File: config.mk
export PLATFORM = sky130hd
export DESIGN_NAME = uart_digest_tx_ctrl
export DESIGN_NICKNAME = d
export VERILOG_FILES = /design/src/rtl/uart_digest_tx_ctrl.sv
export SDC_FILE = /design/constraint.sdc
export NUM_CORES = 1
export LEC_CHECK = 0
export BUFFER_PORTS_ARGS = -buffer_cell sky130_fd_sc_hd__buf_2
export CORE_MARGIN = 3
export CORE_UTILIZATION = 55
export CTS_CLUSTER_DIAMETER = 40
export DETAILED_ROUTE_END_ITERATION = 10
export PLACE_DENSITY = 0.79
export REMOVE_ABC_BUFFERS = 1
export SLEW_MARGIN = 10
export SYNTH_ARGS = -nofsm -noshare
export SYNTH_HDL_FRONTEND = slang
export SYNTH_SLANG_ARGS = --single-unit
File: constraint.sdc
create_clock -name i_Clock -period 2.97 [get_ports i_Clock]
set_input_delay 0.4455 -clock i_Clock [delete_from_list [all_inputs] [get_ports i_Clock]]
set_output_delay 0.4455 -clock i_Clock [all_outputs]
set_load 0.01 [all_outputs]
File: src/rtl/uart_digest_tx_ctrl.sv
// uart_digest_tx_ctrl
//   Streams a captured digest out through a single-byte uart_tx block, either
//   as raw bytes or as lowercase ASCII hex (high nibble first), optionally
//   followed by a CR LF trailer. Owns the uart_tx DV/Active/Done handshake.
//
// Ports
//   i_Clock          system clock (shared with uart_tx)
//   i_Rst_n          asynchronous active-low reset
//   i_Digest_Valid   digest offer; accepted when o_Digest_Ready is also high
//   i_Digest         digest, MSB byte sent first
//   o_Digest_Ready   high only while idle
//   o_Tx_DV          one-cycle byte strobe to uart_tx
//   o_Tx_Byte        byte to uart_tx, holds its value between strobes
//   i_Tx_Active      uart_tx frame in progress
//   i_Tx_Done        uart_tx end-of-frame, high for 2 cycles
//   o_Busy           high from capture until o_Send_Done
//   o_Send_Done      one-cycle pulse after the last frame has fully drained
module uart_digest_tx_ctrl #(
  parameter int DIGEST_WIDTH = 256,
  parameter int HEX_MODE     = 1,
  parameter int APPEND_CRLF  = 1
) (
  input  logic                    i_Clock,
  input  logic                    i_Rst_n,
  input  logic                    i_Digest_Valid,
  input  logic [DIGEST_WIDTH-1:0] i_Digest,
  output logic                    o_Digest_Ready,
  output logic                    o_Tx_DV,
  output logic [7:0]              o_Tx_Byte,
  input  logic                    i_Tx_Active,
  input  logic                    i_Tx_Done,
  output logic                    o_Busy,
  output logic                    o_Send_Done
);

  localparam int NBYTES     = DIGEST_WIDTH / 8;
  localparam int DATA_CHARS = (HEX_MODE != 0) ? 2 * NBYTES : NBYTES;
  localparam int N          = DATA_CHARS + ((APPEND_CRLF != 0) ? 2 : 0);

  localparam logic [6:0] LAST     = 7'(N - 1);
  localparam logic [6:0] DATA_END = 7'(DATA_CHARS);

  typedef enum logic [2:0] {
    S_IDLE,
    S_ISSUE,
    S_WAIT_ACT,
    S_WAIT_DONE,
    S_WAIT_GAP,
    S_FINISH
  } state_t;

  state_t                  state;
  logic [6:0]              cnt;
  logic [DIGEST_WIDTH-1:0] shreg;

  logic [7:0] top_byte;
  logic [3:0] nib;
  logic [7:0] cur_char;

  assign o_Digest_Ready = (state == S_IDLE);

  // Current character. In hex mode the count parity picks the nibble: even
  // index = high nibble, odd index = low nibble. Indices past the data are
  // the CR LF trailer.
  always_comb begin
    top_byte = shreg[DIGEST_WIDTH-1 -: 8];
    nib      = cnt[0] ? top_byte[3:0] : top_byte[7:4];
    if (cnt >= DATA_END)
      cur_char = (cnt == DATA_END) ? 8'h0D : 8'h0A;
    else if (HEX_MODE != 0)
      cur_char = (nib < 4'd10) ? {4'h3, nib} : (8'h57 + {4'h0, nib});
    else
      cur_char = top_byte;
  end

  always_ff @(posedge i_Clock or negedge i_Rst_n) begin
    if (!i_Rst_n) begin
      state       <= S_IDLE;
      cnt         <= '0;
      shreg       <= '0;
      o_Tx_DV     <= 1'b0;
      o_Tx_Byte   <= 8'h00;
      o_Busy      <= 1'b0;
      o_Send_Done <= 1'b0;
    end else begin
      o_Tx_DV     <= 1'b0;
      o_Send_Done <= 1'b0;
      case (state)
        S_IDLE: begin
          if (i_Digest_Valid) begin
            shreg  <= i_Digest;
            cnt    <= '0;
            o_Busy <= 1'b1;
            state  <= S_ISSUE;
          end
        end
        // Both Active and Done must be low: after a reset uart_tx may still
        // be finishing a frame we no longer track.
        S_ISSUE: begin
          if (!i_Tx_Active && !i_Tx_Done) begin
            o_Tx_DV   <= 1'b1;
            o_Tx_Byte <= cur_char;
            state     <= S_WAIT_ACT;
          end
        end
        S_WAIT_ACT:  if (i_Tx_Active) state <= S_WAIT_DONE;
        S_WAIT_DONE: if (i_Tx_Done)   state <= S_WAIT_GAP;
        S_WAIT_GAP: begin
          if (!i_Tx_Done) begin
            if (cnt == LAST) begin
              o_Send_Done <= 1'b1;
              o_Busy      <= 1'b0;
              state       <= S_FINISH;
            end else begin
              cnt   <= cnt + 7'd1;
              // hex: the byte is consumed only after its low-nibble character
              if (HEX_MODE == 0 || cnt[0])
                shreg <= shreg << 8;
              state <= S_ISSUE;
            end
          end
        end
        S_FINISH: state <= S_IDLE;
        default:  state <= S_IDLE;
      endcase
    end
  end

endmodule
==> flow_summary_export.csv, run 1 <==
group,metric,value,unit
status,status,"completed",
clocking,clk_path_buf_depth,3,
clocking,cts-resized-gates,0,
clocking,clock_sinks,276,
die,die-area,28800,um2
grt,grt_pass1_vias,9382,
sta,max_freq,412,MHz
place,dp_slack,0.562,ns
yosys,synth_top_area_cell,"dfrtp_1",
power,p_leak,8.21,nW
place,port_buffers,271,
power,vdd_drop_max,0.684,mV
sta,setup_slack,0.544,ns
yosys,synth_top_area_share,46.8,%
grt,grt_use_total,20.5,%
detailed_routing,drtIter0Drc,510,
yosys,postSynthAreaPerCell,15.6,um2
power,p_per_area,986,nW/um2
clocking,clk_latency,0.51,ns
layout,post-route-util,67.0,%
sta,final_hold_viol_count,0,
detailed_routing,drt_first_pass_iters,4,
clocking,clkTransAtPathRegs,0.06,ns
die,die_h,170,um
layout,nNetsFinal,1483,
place,routabilityCongestion,0.806,
grt,antenna_found_initial,9,
die,num_rows,59,
yosys,synth-seq-cells,276,
yosys,synthCells,945,
clocking,clockRootBuffer,"clkbuf_16",
setup_path,critPathMaxFanout,26,
setup_path,required,3.36,ns
clocking,cts_buffers,39,
yosys,synth_edf_count,0,
die,pin_count,273,
layout,area_growth,19.1,%
yosys,syn-cell-area,14700,um2
flow_run,drv_cap,0,
layout,final_cell_mix,"276 x mux2_2, 276 x dfrtp_1, 270 x buf_2, 220 x mux2_4, 41 x clkbuf_16",
sta,slew_headroom,40.4,%
yosys,synth_area_leaders,"dfrtp_1 47%, mux2_4 22%, mux2_2 21%",
yosys,ys_warn_count,0,
power,pwr-share-seq,39.0,%
detailed_routing,vias_per_cell,5.40,
setup_path,crit_path_start_kind,"flip-flop",
sta,fin_tns_setup,0,ns
detailed_routing,drc_errors,0,
sta,fin_crit,2.43,ns
power,finalPower,17.3,mW
power,pwr-share-clk,26.8,%
clocking,cts_tree,"yes",
hold_path,hp-class,"in2reg",
grt,overflow,0,
power,power_switching_share,27.7,%
power,p_comb_share,34.2,%
die,die_w,170,um
yosys,synthArstFlopShare,100,%
power,power.internal,12.5,mW
layout,drive_gt1_share,69.4,%
yosys,ys_seq_area_share,46.8,%
setup_path,critPathKind,"reg2reg",
grt,grt_pass1_wl,48100,um
grt,grt_max_degree,120,
yosys,ys.flop_type,"dfrtp_1",
detailed_routing,ant_nets,0,
setup_path,end_kind,"flip-flop",
place,dpl.hpwl,20800,um
die,start_util,56.3,%
sta,drv_slew,0,
yosys,synth_cell_types,44,
sta,period_share,81.7,%
detailed_routing,wire_per_inst,18.8,um
sta,worst_pin_slew,0.890,ns
sta,finalSetupViolations,0,
sta,skew,0.0107,ns
clocking,htree_levels,2,
die,core-area,26200,um2
setup_path,arrival,2.81,ns
power,switchingPower,4.80,mW
detailed_routing,wirelength,29900,um
detailed_routing,vias,8579,
sta,rsz0062_at_grt,"false",
==> layout make-up <==
cell class	instances	area (um2)
clock buffer	50	1110
inverter	11	41.3
timing repair buffer	295	1740
fill	1857	8640
clock inverter	20	221
multi-input combinational	595	7120
antenna	6	15.0
sequential	276	6910
tap	335	419
==> power groups by stage <==
stage	sequential (mW)	combinational [mW]	clock (mW)
floorplan	6.38	5.00	0
global placement	6.70	5.76	0
detailed placement	6.76	5.96	0
CTS	6.76	5.99	4.76
global route	7.01	6.35	4.89
finish	6.75	5.93	4.64
==> routing by layer <==
layer	part of all wire, %	GRT usage [%]
met1	44	27.8
met2	47	33.1
met3	6.4	5.15
met4	2.5	6.12
met5	0.22	0
==> cells in the mapped netlist (2+ instances only) <==
cell      instances
dfrtp_1         276
mux2_2          276
mux2_4          220
buf_12           22
buf_2            21
inv_1            11
nand2_1          11
a22o_1           10
nor2_1           10
clkbuf_1          9
a21oi_1           7
a31oi_1           6
buf_4             5
nand4_1           5
a31o_2            4
buf_6             4
ha_1              4
nand2b_1          4
nor3_1            4
o21ai_0           4
a21o_1            3
mux2i_1           3
buf_8             2
nor2b_1           2
o221ai_1          2
xnor2_1           2
==> worst paths after layout <==
kind / start / to / slack [ns] / cells past startpoint
worst min register to register: o_Tx_Byte[5] / o_Tx_Byte[5] / 0.47 / 1
min in group asynchronous: i_Rst_n / shreg[147] / 0.47 / 2
worst max-delay path: state[2] / shreg[177] / 0.54 / 6
max in group asynchronous: i_Rst_n / shreg[73] / 1.73 / 3
worst min-delay path: i_Digest[5] / shreg[5] / 0.17 / 2
worst max register to register: state[2] / shreg[177] / 0.54 / 6
==> critical path, cell delays in order (launching register included) <==
cell and delay, ns:
dfrtp_1 0.51, or3b_4 0.50, nor2_8 0.14, a31o_4 0.33
buf_12 0.21, buf_12 0.23, mux2_2 0.36
==> per-stage QoR <==
step                      cell area (um2)  hold WS, ns  instances
final                               17600        0.166       1588
after global routing                17600        0.156       1586
after CTS                           17600        0.142       1582
after detailed placement            16200        0.409       1511
after global placement              16200        0.412       1511
after floorplan                     14100        0.150        882
==> sequential cells by signal, summed over array words and instances (netlist names) <==
register / count
state: 3
o_Send_Done: 1
o_Tx_DV: 1
shreg: 256
cnt: 7
o_Tx_Byte: 7
o_Busy: 1
==> kinds of logic (layout without fill, tap and decap cells) <==
kind of cell	Yosys count	after routing	synth area share [%]
buf+inv	74	376	4.97
xor+xnor	2	2	0.119
simple gates	43	43	1.73
fa+ha+maj	4	4	0.339
flops	276	276	46.8
other cells	1	7	0.0254
mux	499	499	43.7
compound gates	46	46	2.29
==> what timing repair did <==
| item | in CTS | in global routing |
|---|---|---|
| hold endpoints to repair | 54 | 0 |
| hold buffers | 1 | 0 |
| setup buffers | 0 | 0 |
(Power assumes the default switching activity.)
==> run 2: changes to the inputs <==
==> constraint.sdc (replaced) <==
create_clock -name i_Clock -period 2.3 [get_ports i_Clock]
set_input_delay 0.345 -clock i_Clock [delete_from_list [all_inputs] [get_ports i_Clock]]
set_output_delay 0.345 -clock i_Clock [all_outputs]
set_load 0.01 [all_outputs]
==> run 2 against run 1 <==
Against the previous run: combinational power up 34%; routed wire length up 4.0%; design area grew 2.1%.
==> flow_summary_export.csv, run 2 (same netlist as run 1, synthesis figures left out) <==
group,metric,value,unit
status,status,"completed",
power,pwr-share-seq,37.3,%
setup_path,critPathKind,"reg2reg",
sta,fin_crit,2.18,ns
sta,finalSetupViolations,0,
sta,timing.hold.ws,0.0557,ns
layout,drive_gt1_share,70.2,%
power,p_per_area,1300,nW/um2
grt,antenna_found_initial,10,
layout,fillCellCount,1778,
die,die_h,170,um
power,p_comb_share,34.0,%
sta,fin_tns_setup,0,ns
setup_path,critical_path.cell_chain,"inv_1, ha_1, nor2b_1, nand2_2, a31o_4, buf_12, buf_12, mux2_4",
die,num_rows,59,
power,power.internal,17.0,mW
die,start_util,56.3,%
setup_path,end_kind,"flip-flop",
place,routabilityCongestion,0.852,
clocking,clockRootBuffer,"clkbuf_16",
detailed_routing,vias_per_cell,5.42,
power,power_switching_share,27.2,%
clocking,htree_levels,2,
setup_path,cp_slowest_stage_delay,0.39,ns
setup_path,path_buf_inv,3,
detailed_routing,drtIter0Drc,520,
sta,max_freq,458,MHz
sta,slew_headroom,59.9,%
setup_path,required,2.70,ns
hold_path,hp-class,"in2reg",
sta,drv_slew,0,
layout,area_growth,21.7,%
setup_path,critical_path.slowest_cell,"dfrtp_1",
clocking,clk_path_buf_depth,3,
grt,overflow,0,
power,vdd_drop_max,0.811,mV
detailed_routing,ant_nets,0,
place,dpl.hpwl,21100,um
detailed_routing,vias,8655,
grt,grt_max_degree,123,
layout,final_cell_mix,"276 x mux2_2, 276 x dfrtp_1, 270 x buf_2, 220 x mux2_4, 44 x clkbuf_16",
sta,period_share,94.9,%
grt,grt_pass1_wl,49100,um
grt,grt_pass1_vias,9293,
detailed_routing,drc_errors,0,
setup_path,crit_path_frequent_cell,"buf_12",
sta,worst_pin_slew,0.600,ns
sta,skew,0.0119,ns
clocking,clkTransAtPathRegs,0.05,ns
setup_path,critPathMaxFanout,25,
setup_path,path_delay_family,"buffers and inverters",
power,switchingPower,6.35,mW
sta,rsz0062_at_grt,"false",
clocking,clk_latency,0.52,ns
die,die-area,28800,um2
layout,nNetsFinal,1494,
clocking,cts_buffers,41,
sta,final_hold_viol_count,0,
setup_path,crit_path_start_kind,"flip-flop",
grt,grt_use_total,21.1,%
detailed_routing,wire_per_inst,19.5,um
place,port_buffers,271,
detailed_routing,drt_first_pass_iters,4,
layout,largest_register,"shreg",
die,pin_count,273,
layout,top_regs,"shreg x256, cnt x7, o_Tx_Byte x7",
power,finalPower,23.4,mW
setup_path,arrival,2.58,ns
die,core-area,26200,um2
die,die_w,170,um
power,p_leak,8.40,nW
flow_run,drv_cap,0,
power,pwr-share-clk,28.7,%
layout,largest_reg_flops,256,
detailed_routing,wirelength,31100,um
clocking,clock_sinks,276,
clocking,cts_tree,"yes",
clocking,cts_setup_buffers,0,
==> run 2: final timing paths <==
check	slack, ns	end	depth (start not counted)	from
hold reg to reg	0.49	o_Tx_Byte[5]	1	o_Tx_Byte[5]
setup reg to reg	0.12	shreg[131]	8	cnt[1]
min in group asynchronous	0.32	shreg[147]	2	i_Rst_n
max in group asynchronous	1.25	shreg[221]	3	i_Rst_n
setup / recovery	0.12	shreg[131]	8	cnt[1]
hold / removal	0.06	shreg[4]	2	i_Digest[4]
==> run 2: repair_timing <==
| action | CTS | global route |
|---|---|---|
| endpoints found under the hold margin | 42 | 0 |
| gates resized for setup | 0 | 3 |
| endpoints found under the setup margin | 0 | 109 |
| hold buffers | 1 | 0 |
==> run 2: area by class of cell <==
type                            count  area, um2  share of cell area, %
Antenna cell                        1       2.50                 0.0139
Multi-Input combinational cell    595       7130                   39.7
Sequential cell                   276       6910                   38.5
Clock inverter                     27        359                   2.00
Timing Repair Buffer              304       1950                   10.9
Inverter                           11       41.3                  0.230
Tap cell                          335        419                   2.34
Clock buffer                       48       1130                   6.32
==> run 2: per-stage QoR <==
stage / setup slack, ns / std cells / utilization, % / area [um2]
finish: 0.118 / 1597 / 68.5 / 17900
global route: 0.0318 / 1596 / 68.5 / 17900
CTS: 0.0183 / 1595 / 68.3 / 17900
detailed placement: 0.0326 / 1519 / 62.6 / 16400
global placement: 0.0447 / 1519 / 62.6 / 16400
floorplan: -11.86 / 882 / - / 14100
==> run 2: power groups by stage <==
stage	sequential [mW]	combinational (mW)	clock, mW
after floorplan	8.23	5.98	0
after global placement	8.66	7.69	0
after detailed placement	8.73	7.92	0
after CTS	8.74	7.98	6.83
after global routing	9.03	8.48	7.06
final	8.71	7.93	6.71
==> run 2: metal layers <==
metal  vias to the layer above  wire [um]  track usage [%]
li1                       4039          -                -
met1                      4263      13700             28.9
met2                       263      14500             33.2
met3                        72       2120             5.75
met4                        18        701             6.05
met5                         -        107                0
==> run 3: changes to the inputs <==
--- a/config.mk
+++ b/config.mk
@@ -12,6 +12,7 @@
 export DETAILED_ROUTE_END_ITERATION = 10
 export PLACE_DENSITY = 0.79
 export REMOVE_ABC_BUFFERS = 1
+export SETUP_SLACK_MARGIN = 0.4
 export SLEW_MARGIN = 10
 export SYNTH_ARGS = -nofsm -noshare
 export SYNTH_HDL_FRONTEND = slang
==> run 3 against run 2 <==
Against the previous run: clock power about the same; register-to-register slack improved by 0.10 ns; sequential cell count unchanged; utilization increased by 2.8 points; clock-buffer cell count unchanged; fmax increased by 4.8%; worst setup slack improved by 0.10 ns; die area unchanged; design area increased by 4.0%.
==> flow_summary_export.csv, run 3 (same netlist as run 1, synthesis figures left out) <==
group,metric,value,unit
status,status,"completed",
flow_run,drv_cap,0,
sta,fin_crit,2.08,ns
grt,grt_pass1_wl,50700,um
detailed_routing,drtIter0Drc,534,
hold_path,hp-class,"in2reg",
sta,setup_slack,0.219,ns
grt,grt_max_degree,74,
sta,drv_slew,0,
setup_path,crit_path_start_kind,"flip-flop",
sta,slew_headroom,62.6,%
detailed_routing,drt_first_pass_iters,6,
die,die_h,170,um
layout,nNetsFinal,1530,
sta,worst_pin_slew,0.547,ns
clocking,htree_levels,2,
grt,antenna_found_initial,11,
die,core-area,26200,um2
place,placed_cells,1519,
place,dp_slack,0.0326,ns
die,num_rows,59,
die,pin_count,273,
clocking,cts_tree,"yes",
power,p_per_area,1300,nW/um2
grt,grt_use_total,21.9,%
grt,gr-usage-met1,29.7,%
setup_path,end_kind,"flip-flop",
clocking,clk_latency,0.52,ns
die,die-area,28800,um2
sta,max_freq,481,MHz
layout,drive_gt1_share,71.5,%
detailed_routing,wirelength,34100,um
layout,layout.cells.non_filler,1635,
layout,final_area,18700,um2
sta,timing.hold.ws,0.0546,ns
clocking,clkTransAtPathRegs,0.05,ns
power,p_leak,8.74,nW
grt,grt.busiest_layer,"met2",
power,finalPower,24.3,mW
clocking,cts_buffers,41,
sta,rsz0062_at_grt,"true",
setup_path,arrival,2.47,ns
detailed_routing,drc_errors,0,
grt,overflow,0,
detailed_routing,vias_per_cell,5.49,
sta,finalSetupViolations,0,
power,vdd_drop_max,0.826,mV
sta,skew,0.0128,ns
place,dpl.hpwl,21100,um
die,die_w,170,um
place,port_buffers,271,
setup_path,critPathKind,"reg2reg",
grt,grtUsageMet2,34.9,%
setup_path,required,2.69,ns
sta,period_share,90.5,%
layout,final_cell_mix,"275 x dfrtp_1, 272 x mux2_2, 270 x buf_2, 224 x mux2_4, 50 x clkbuf_16",
die,start_util,56.3,%
detailed_routing,vias,8976,
grt,grt_pass1_vias,9540,
place,routabilityCongestion,0.852,
layout,top_regs,"shreg x256, cnt x7, o_Tx_Byte x7",
layout,area_growth,26.6,%
place,place_area,16400,um2
grt,grt_use_met3,5.87,%
clocking,clock_sinks,276,
clocking,clockRootBuffer,"clkbuf_16",
clocking,clk_path_buf_depth,3,
layout,largest_register,"shreg",
setup_path,critPathMaxFanout,7,
detailed_routing,ant_nets,0,
sta,final_hold_viol_count,0,
layout,largest_reg_flops,256,
layout,layout_commonest_cell,"dfrtp_1",
detailed_routing,wire_per_inst,20.8,um
==> run 3: per-layer routing <==
layer	share of wire, %	up-vias
li1	-	4123
met1	43	4479
met2	48	270
met3	6.3	86
met4	2.3	18
met5	0.30	-
==> run 3: final cells by class <==
class	count	area, um2
Fill cell	1668	7540
Multi-Input combinational cell	595	7190
Sequential cell	276	6910
Timing Repair Buffer	340	2610
Clock buffer	48	1130
Tap cell	335	419
Clock inverter	27	359
Inverter	11	41.3
Antenna cell	3	7.51
==> run 3: critical path, stage by stage, from the launching register on <==
cell	delay (ns)
dfrtp_1	0.41
nor4b_4	0.36
nand2_2	0.12
a31o_4	0.30
buf_12	0.16
buf_12	0.15
buf_4	0.15
mux2_4	0.30
==> run 3: path summary, 6_finish.rpt <==
kind                              start           end  slack, ns  depth (start not counted)
max                              cnt[3]    shreg[235]       0.22                          7
min                         i_Digest[4]      shreg[4]       0.05                          2
max reg2reg                      cnt[3]    shreg[235]       0.22                          7
min reg2reg                o_Tx_Byte[5]  o_Tx_Byte[5]       0.49                          1
max in group asynchronous       i_Rst_n    shreg[221]       1.25                          3
min in group asynchronous       i_Rst_n    shreg[147]       0.32                          2
==> run 3: what timing repair did <==
item,4_1_cts,5_1_grt
hold endpoints to repair,42,0
cloned,5,8
pin swaps,4,5
resized for setup,18,20
setup buffers,12,12
hold buffers,1,0
setup endpoints to repair,255,255
==> run 3: power by group <==
part	internal (mW)	leakage [nW]	switching [mW]
logic	5.95	4.73	2.87
registers	7.31	3.28	1.46
clock network	4.36	0.730	2.37
total	17.6	8.74	6.70
==> run 3: metrics by stage <==
stage               utilization, %  TNS (ns)
floorplan                        -  -2964.82
global placement              62.6         0
detailed placement            62.6         0
CTS                           69.6         0
global route                  71.2         0
finish                        71.2         0
